--- config.mk ---
export PLATFORM = sky130hd
export DESIGN_NAME = div_unit
export DESIGN_NICKNAME = d
export VERILOG_FILES = /design/src/rtl/div_unit.sv
export SDC_FILE = /design/constraint.sdc
export NUM_CORES = 1
export LEC_CHECK = 0
export BUFFER_PORTS_ARGS = -buffer_cell sky130_fd_sc_hd__buf_2
export CAP_MARGIN = 20
export CORE_MARGIN = 2
export CORE_UTILIZATION = 60
export DETAILED_ROUTE_END_ITERATION = 7
export GPL_TIMING_DRIVEN = 0
export PLACE_DENSITY_LB_ADDON = 0.1
export SYNTH_ARGS = -nofsm -noshare
export SYNTH_HDL_FRONTEND = slang
export SYNTH_SLANG_ARGS = --single-unit
--- constraint.sdc ---
create_clock -name clk -period 14.6 [get_ports clk]
set_clock_uncertainty 0.15 [all_clocks]
set_input_delay 4.38 -clock clk [delete_from_list [all_inputs] [get_ports clk]]
set_output_delay 4.38 -clock clk [all_outputs]
set_load 0.005 [all_outputs]
--- src/rtl/div_unit.sv ---
// Multi-cycle 32-bit restoring divider for MIPS DIV/DIVU; result = {remainder, quotient}.
// Optional macro DIV_ZERO_FAST_EN: a zero divisor skips the iteration and completes in one cycle.
module div_unit (
  input  logic        clk,
  input  logic        rst,
  input  logic [31:0] num1,
  input  logic [31:0] num2,
  input  logic        signed_div,
  input  logic        start,
  input  logic        annul,
  output logic [63:0] result,
  output logic        ready,
  output logic        busy
);

  localparam logic [1:0] StIdle = 2'd0;
  localparam logic [1:0] StCalc = 2'd1;
  localparam logic [1:0] StDone = 2'd2;

  logic [1:0]  state_q, state_d;
  logic [5:0]  cnt_q, cnt_d;
  logic [31:0] rem_q, rem_d;
  logic [31:0] quo_q, quo_d;
  logic [31:0] dvs_q, dvs_d;
  logic        qneg_q, qneg_d;
  logic        rneg_q, rneg_d;
  logic        dz_q, dz_d;
  logic [63:0] result_q, result_d;

  logic        accept;
  logic [31:0] mag1, mag2;
  logic [32:0] rem_sh, diff;
  logic        trial_ok;
  logic [31:0] rem_nx, quo_nx, rem_fix, quo_fix;

  assign accept = start & ~annul;
  assign mag1   = (signed_div & num1[31]) ? -num1 : num1;
  assign mag2   = (signed_div & num2[31]) ? -num2 : num2;

  assign rem_sh = {rem_q, quo_q[31]};
  assign diff   = rem_sh - {1'b0, dvs_q};
  // Partial remainder stays below the divisor, so a set shifted-out MSB means the shifted
  // value exceeds any 32-bit divisor; otherwise the 33-bit borrow decides.
  assign trial_ok = rem_sh[32] | ~diff[32];
  assign rem_nx   = trial_ok ? diff[31:0] : rem_sh[31:0];
  assign quo_nx   = {quo_q[30:0], trial_ok};

  // Remainder fix-up alone restores num1 on divide by zero; only the quotient is forced.
  assign rem_fix = rneg_q ? -rem_nx : rem_nx;
  assign quo_fix = dz_q ? 32'hFFFF_FFFF : (qneg_q ? -quo_nx : quo_nx);

  always_comb begin
    state_d  = state_q;
    cnt_d    = cnt_q;
    rem_d    = rem_q;
    quo_d    = quo_q;
    dvs_d    = dvs_q;
    qneg_d   = qneg_q;
    rneg_d   = rneg_q;
    dz_d     = dz_q;
    result_d = result_q;
    case (state_q)
      StIdle: begin
        if (accept) begin
          rem_d   = 32'd0;
          quo_d   = mag1;
          dvs_d   = mag2;
          qneg_d  = signed_div & (num1[31] ^ num2[31]);
          rneg_d  = signed_div & num1[31];
          dz_d    = (num2 == 32'd0);
          cnt_d   = 6'd0;
          state_d = StCalc;
`ifdef DIV_ZERO_FAST_EN
          if (num2 == 32'd0) begin
            state_d  = StDone;
            result_d = {num1, 32'hFFFF_FFFF};
          end
`endif
        end
      end
      StCalc: begin
        if (annul) begin
          state_d = StIdle;
        end else begin
          rem_d = rem_nx;
          quo_d = quo_nx;
          cnt_d = cnt_q + 6'd1;
          if (cnt_q == 6'd31) begin
            state_d  = StDone;
            result_d = {rem_fix, quo_fix};
          end
        end
      end
      StDone:  state_d = StIdle;
      default: state_d = StIdle;
    endcase
  end

  always_ff @(posedge clk or posedge rst) begin
    if (rst) begin
      state_q  <= StIdle;
      cnt_q    <= 6'd0;
      rem_q    <= 32'd0;
      quo_q    <= 32'd0;
      dvs_q    <= 32'd0;
      qneg_q   <= 1'b0;
      rneg_q   <= 1'b0;
      dz_q     <= 1'b0;
      result_q <= 64'd0;
    end else begin
      state_q  <= state_d;
      cnt_q    <= cnt_d;
      rem_q    <= rem_d;
      quo_q    <= quo_d;
      dvs_q    <= dvs_d;
      qneg_q   <= qneg_d;
      rneg_q   <= rneg_d;
      dz_q     <= dz_d;
      result_q <= result_d;
    end
  end

  assign result = result_q;
  assign ready  = (state_q == StDone);
  assign busy   = (state_q == StCalc) | ((state_q == StIdle) & accept);

endmodule

-- After elaboration in Yosys (flattened, before gate mapping)
Cells that the tools add are included.
- div/mod/pow operators: 0
- equality and inequality tests: 6
- bitwise gates (word level): 10
- multiplexer cells: 19
- order comparisons: 0
- $mul: 0
- reductions and logical operators: 7
- shifts and indexed selects: 0
- add/subtract/negate cells: 6
- operator list (operator ; count):
    32-bit two-way mux ; 10
    32-bit negator ; 4
    32-bit case mux with 2 select lines ; 2
    33-bit by 32-bit subtractor with 33-bit output ; 1
    32-bit logical NOT ; 1
    6-bit two-way mux ; 2
    6-bit case mux with 2 select lines ; 1
    6-bit by 1-bit adder with 6-bit output (second input constant) ; 1
    6-bit by 5-bit equality test with 1-bit output (second input constant) ; 1
    2-bit two-way mux ; 3
    3-bit AND reduction ; 2
    1-bit bitwise AND ; 5
    2-bit inequality test (second input constant) ; 2
    2-bit case mux with 2 select lines ; 1
    2-bit AND reduction ; 2
    3-bit inequality test (second input constant) ; 1
    2-bit by 1-bit equality test with 1-bit output (second input constant) ; 1
    2-bit equality test (second input constant) ; 1
    2-bit logical NOT ; 1
    1-bit NOT ; 2
    1-bit bitwise OR ; 2
    2-bit nonzero test ; 1
    1-bit bitwise XOR ; 1
- bits of input ports: 69
- memory bits (writable): 0
- latch bits: 0
- memory bits (read-only): 0
- bits in registers: 171
- output and inout port bits: 66
- word-level logic and storage cells: 57
- memories kept: 0

-- Logic depth before layout (Yosys ltp)
Gate-level depths: netlist of the first run.
- word-level depth: 6
- mapped depth: 23

-- Least setup slack after synthesis of the first run
Ideal clock, no wire load.
- kind: input-to-output
- start: input annul
- end: output busy
- cell stages on the path: 4
- buffers on the path: 2
- setup slack: 4.635 ns
- data arrival time: 5.435 ns
- data required time: 10.070 ns
- path through: or4b_2 clkbuf_1 clkbuf_1 nand2_1
- word-level cells in the longest chain between the ends: 4
- ends and longest elaborated chain (what ; line ; text):
    start, declared ; 10 ; input logic annul,
    1-bit NOT (no source line) ; - ;
    1-bit bitwise AND ; 36 ; assign accept = start & ~annul;
    1-bit bitwise AND ; 125 ; assign busy = (state_q == StCalc) | ((state_q == StIdle) & accept);
    1-bit bitwise OR ; 125 ;
    end, declared ; 13 ; output logic busy
No other way between the ends.

-- Worst setup path in the final report of the first run
Same ends and word-level chain as after synthesis.

==> flow_summary.toml, run 1 <==
[run_status]
status = "completed"

[synthesis]
synth_top_family_by_area = "compound AO/OA/AOI/OAI gates"
syn_avg_cell_area_um2 = 8.256
synthAdderAreaFrac = 0.04164
syn_area_mm2 = 0.01160
synth_edf_count = 0
netlist_instances = 1405
synthArstFlopShare = 1.000
synth_mux_area_frac = 0.01327
ys_ff_latch = 171
dominantRegCellSynth = "dfrtp_1"
synthSimpleGateAreaFrac = 0.1978
synth_compound_area_frac = 0.2328
ys_types = 77
yosysWarningCount = 0
yosysSeqAreaShare = 0.3689
synthesis.nets = 1512
synth-xor-area-share = 0.1019

[sta]
setup-tns-final_ns = 0
finalHoldViolations = 0
max_freq_mhz = 94.78
setup_viol = 0
drv_slew = 0
period_minus_slack_ns = 10.55
layout_setup_ws_ns = 4.049
fin_crit_sh = 0.7226
relSlewSlack = 0.5150
rsz0062_at_grt = "false"
worst_pin_slew_ns = 0.7208

[power_and_ir_drop]
irDropWorstVdd_uv = 111.0
pwr_density_cell_mw_per_mm2 = 209.3
power_leakage_nw = 6.066

[die]
num_rows = 50
dieArea_mm2 = 0.02046
io_pins = 135
die_w_um = 143.0
start_util = 0.6160
die_h_um = 143.0
core_mm2 = 0.01883

[min_path]
whs_path_depth = 2
hold_class = "reg -> reg"
whs_endpoint = "result[2]$_DFFE_PP0P_"
holdCritStartpoint = "result[2]$_DFFE_PP0P_"

[place]
place_inst = 1800
dpl.hpwl_um = 25090
port_buffers = 134
placed_area_mm2 = 0.01263
post-place-ws_ns = 4.081
gp_congestion = 0.9698

[final_layout]
syn_to_final_growth_pct = 14.11
layout_common_cells = "179 x nand2_1, 171 x dfrtp_1, 167 x o21ai_0"
finalInstanceArea_mm2 = 0.01324
mostFrequentLayoutCell = "nand2_1"
antennaDiodeCount = 0
post-route-util = 0.7029
final_cells = 1832
drive_gt1_frac = 0.1330
layout.nets = 1667

[clock_tree]
cts_max_path_buffers = 2
ctsHtreeMaxLevel = 4
clk_pin_slew_ns = 0.07
cts_tree = "built"
clock_latency_ns = 0.44
cts_hold_buf = 0
clock_sinks = 171
cts_root_buf = "clkbuf_16"
numCtsBuffers = 17
post_cts_resized = 0
post_cts_buffers = 0

[drt]
wl_per_cell_um = 17.86
vias = 11130
drt_iter0_markers = 1205
drtPass1Iterations = 6
ant_nets = 0
viasPerCell = 6.078
drt_wl_total_um = 32720
drc = 0

[critical_path]
crit_type = "in -> out"
worstSetupStartpointType = "input pin"
cp.arrival_ns = 6.02
cp-end-kind = "output pin"
critical_path_required_ns = 10.07
timing.rr.end = "result[30]$_DFFE_PP0P_"
reg2reg_from = "quo_q[31]$_DFFE_PP0P_"
r2r_cells = 22
r2r_setup_slack_ns = 8.40
path_max_fanout = 10

[grt]
overflow = 0
grt_antenna_before_repair = 1
grt_pass1_wl_um = 52090
grt_pass1_vias = 9943
grt_util_all_layers = 0.3243
grt_max_degree = 99

[job]
cap_violations = 0
## area by class of cell
type | instances | area, um^2
Timing Repair Buffer | 136 | 703.2
Sequential cell | 171 | 4279
Multi-Input combinational cell | 1105 | 6814
Clock buffer | 19 | 442.9
Inverter | 55 | 214.0
Tap cell | 260 | 325.3
Clock inverter | 12 | 157.7
Buffer | 74 | 300.3
Fill cell | 1530 | 5594
## layer usage
metal  global-route usage  share of wire
met1               0.4927           0.46
met2               0.4684           0.42
met3              0.08115           0.10
met4              0.06618          0.013
met5                    0              0
## power breakdown
group	switching, mW	internal (mW)	total, mW
Clock	0.207	0.262	0.469
Combinational	1.04	0.586	1.63
Sequential	0.117	0.557	0.674
Total	1.37	1.40	2.77
## worst max-delay path by stage
stage | start | endpoint | slack (ns) | depth (start not counted)
2_1_floorplan | annul | busy | 4.64 | 4
5_1_grt | annul | busy | 4.03 | 6
3_5_place_dp | annul | busy | 4.08 | 6
4_1_cts | annul | busy | 4.06 | 6
3_3_place_gp | rst | dvs_q[9]$_DFFE_PP0P_ | 3.61 | 2
6_report | annul | busy | 4.05 | 6
## sequential cells by signal, indices dropped and copies added, names as in the netlist
register,cells
cnt_q,6
state_q,2
rneg_q,1
rem_q,32
qneg_q,1
dvs_q,32
quo_q,32
result,64
dz_q,1
## metrics by stage
step | hold WS [ns] | total power [mW]
6_report | 0.3193 | 2.771
5_1_grt | 0.3551 | 2.951
4_1_cts | 0.3250 | 2.716
3_5_place_dp | 0.3096 | 2.240
3_3_place_gp | 0.2958 | 2.201
2_1_floorplan | 0.2998 | 1.812
## worst max-delay path, stage by stage
cell and delay, ns:
buf_2 0.12, or4b_2 0.63, clkbuf_1 0.24, clkbuf_1 0.32
nand2_1 0.20, buf_2 0.13
## cells by family (layout without fill, tap and decap cells)
logic type	count (synthesis)	after routing
AND/OR/NAND/NOR	479	479
AO/OA/AOI/OAI	438	438
flip-flops	171	171
XOR/XNOR	135	135
buffers and inverters	129	296
adder cells (fa/ha/maj)	38	38
multiplexers	15	15
## synthesized netlist by cell type (8+ instances only)
cell type  count  share of area
nor2_1       113          0.037
a21oi_1      107          0.046
xor2_1        82          0.062
or2_2         10         0.0054
ha_1          37          0.040
a22oi_1       19          0.012
nand2_1      179          0.058
nand4_1       11         0.0059
mux2i_1       12          0.010
buf_2          9         0.0039
or4_1         12         0.0078
a22o_1        13         0.0098
nor3_1        22         0.0095
o21ai_1       11         0.0047
and2_1         8         0.0043
dfrtp_1      171           0.37
xnor2_1       53          0.040
nor4_1        20          0.011
a21o_1        15         0.0097
clkbuf_1      56          0.018
nand3_1       24          0.010
or3_1         19          0.010
o21ai_0      167          0.072
and3_1         8         0.0043
a31oi_1       12         0.0065
o41ai_1       12         0.0091
nor2b_1       10         0.0054
inv_1         54          0.017
o31ai_1       25          0.016
nand2b_1      16         0.0086
No activity file was read; power rests on OpenSTA's default activity.
==> inputs of run 2 (changes only) <==
Settings changed: ABC_AREA set to 1.
Clock period 14.6 ns to 10.2 ns, I/O delays scaled along.
==> run 2 against run 1 <==
Net effect:
- non-clock buffer count fell by 17
- sequential power grew 42%
- wire length grew 22%
- worst setup slack lost 1.9 ns
- die area increased by 7.5%
- critical path depth grew 1
- global-route usage rose by 4.4 points
- power increased by 53%
- cell count is 26% higher
- critical endpoint unchanged
==> flow_summary.toml, run 2 <==
[synthesis]
ys_ff_latch = 171
yosysMostFrequentCell = "nand2_1"
syn_area_mm2 = 0.01249
netlist_instances = 1877
synthesis.nets = 1984
syn_avg_cell_area_um2 = 6.657
yosysTopAreaCellShare = 0.3425
yosysSeqAreaShare = 0.3425
synth_largest_area_cell = "dfrtp_1"
dominantRegCellSynth = "dfrtp_1"
yosysWarningCount = 0
ys_top_cells_by_count = "547 x nand2_1, 261 x inv_1, 194 x nor2_1"
ys_types = 49
synth_edf_count = 0
synth_area_leaders = "dfrtp_1 34%, nand2_1 16%, inv_1 7.8%, o21ai_0 6.0%, nor2_1 5.8%"
synthArstFlopShare = 1.000

[sta]
setup-tns-final_ns = 0
setup_viol = 0
finalHoldViolations = 0
worst_pin_slew_ns = 0.8659
rsz0062_at_grt = "false"
fin_crit_sh = 0.7903
relSlewSlack = 0.4227
max_freq_mhz = 124.1
drv_slew = 0
period_minus_slack_ns = 8.061

[die]
dieArea_mm2 = 0.02199
core_mm2 = 0.02036
io_pins = 135
die_h_um = 148.3
start_util = 0.6135
die_w_um = 148.3
num_rows = 52

[place]
gp_congestion = 0.9874
dpl.hpwl_um = 31830
port_buffers = 134

[drt]
ant_nets = 0
drt_wl_total_um = 39920
drt_iter0_markers = 1255
viasPerCell = 5.636
wl_per_cell_um = 17.25
drtPass1Iterations = 8
drc = 0
vias = 13040

[critical_path]
worstSetupStartpointType = "input pin"
critical_path_required_ns = 6.99
crit_type = "in -> out"
path_max_fanout = 10
cp.arrival_ns = 4.85
cp-end-kind = "output pin"

[final_layout]
syn_to_final_growth_pct = 13.43
mostFrequentLayoutCell = "nand2_1"
largest_reg_flops = 64
layout_common_cells = "547 x nand2_1, 260 x inv_1, 194 x nor2_1"
drive_gt1_frac = 0.1125
post-route-util = 0.6959
antennaDiodeCount = 0
layout.nets = 2139

[clock_tree]
clock_latency_ns = 0.44
cts_root_buf = "clkbuf_16"
cts_hold_buf = 0
ctsHtreeMaxLevel = 4
clk_pin_slew_ns = 0.07
post_cts_resized = 0
cts_tree = "built"
clock_sinks = 171
post_cts_buffers = 0
cts_max_path_buffers = 2
numCtsBuffers = 17

[power_and_ir_drop]
power_leakage_nw = 7.506
irDropWorstVdd_uv = 172.3
pwr_density_cell_mw_per_mm2 = 298.5
combPwrFrac = 0.610
clkPwrFrac = 0.164
p_total_mw = 4.231
swShare = 0.5246
sequentialPowerShare = 0.226
p_int_mw = 2.011
p_sw_mw = 2.219

[grt]
overflow = 0
grt_antenna_before_repair = 0
grt_pass1_wl_um = 63270
grt_max_degree = 92
grt_pass1_vias = 12230
grt_util_all_layers = 0.3686

[run_status]
status = "completed"

[job]
cap_violations = 0

[min_path]
hold_class = "reg -> reg"
[run 2: cell type report]
cell class	instances	area, um^2
flip-flops and latches	171	4279
well taps	270	337.8
multi-input cells	1380	6925
inverters	269	1017
fillers	1787	6192
repair buffers	136	709.4
clock buffers	19	442.9
clock inverters	12	180.2
plain buffers	57	280.3
[run 2: stage by stage]
| step | cells | cell area (um^2) | hold WS, ns | setup WS, ns |
|---|---|---|---|---|
| detailed placement | 2283 | 13550 | 0.3116 | 2.198 |
| finish | 2314 | 14170 | 0.3273 | 2.139 |
| global placement | 2281 | 13500 | 0.3113 | 0.5783 |
| floorplan | 1877 | 12490 | 0.2989 | 2.358 |
| global route | 2314 | 14170 | 0.3456 | 2.110 |
| CTS | 2314 | 14170 | 0.3308 | 2.210 |
[run 2: worst max-delay path, cell delays in order]
cell and delay [ns]:
buf_2 0.13, inv_1 0.07, nand3_1 0.12, clkbuf_1 0.48
buf_1 0.67, nand2_1 0.14, buf_2 0.17
[run 2: worst paths after layout]
kind / from / end / slack (ns) / cells past startpoint
worst max-delay path: annul / busy / 2.14 / 7
worst min-delay path: result[58]$_DFFE_PP0P_ / result[58]$_DFFE_PP0P_ / 0.33 / 2
worst max register to register: quo_q[31]$_DFFE_PP0P_ / result[28]$_DFFE_PP0P_ / 5.52 / 27
worst min register to register: result[58]$_DFFE_PP0P_ / result[58]$_DFFE_PP0P_ / 0.33 / 2
max in group asynchronous: rst / result[22]$_DFFE_PP0P_ / 6.51 / 3
min in group asynchronous: rst / dvs_q[19]$_DFFE_PP0P_ / 2.51 / 2
[run 2: layer usage]
metal,part of all wire,global-route usage,vias up
met5,0,0,-
met2,0.46,0.5924,586
met1,0.42,0.4957,6010
met3,0.079,0.06810,99
met4,0.039,0.1476,0
li1,-,-,6346
[run 2: kinds of logic after synthesis]
logic type	after synthesis	share of synthesized area
AO/OA/AOI/OAI	308	0.1411
XOR/XNOR	71	0.04977
adder cells (fa/ha/maj)	38	0.03865
buffers and inverters	326	0.1032
flip-flops	171	0.3425
AND/OR/NAND/NOR	963	0.3248
[run 2: power by group through the flow]
stage | registers, mW | logic (mW) | clock network [mW]
after floorplan | 0.902 | 1.86 | 0
after global placement | 0.953 | 2.47 | 0
after detailed placement | 0.957 | 2.52 | 0
after CTS | 0.948 | 2.53 | 0.695
after global routing | 0.965 | 2.86 | 0.722
final | 0.955 | 2.58 | 0.695
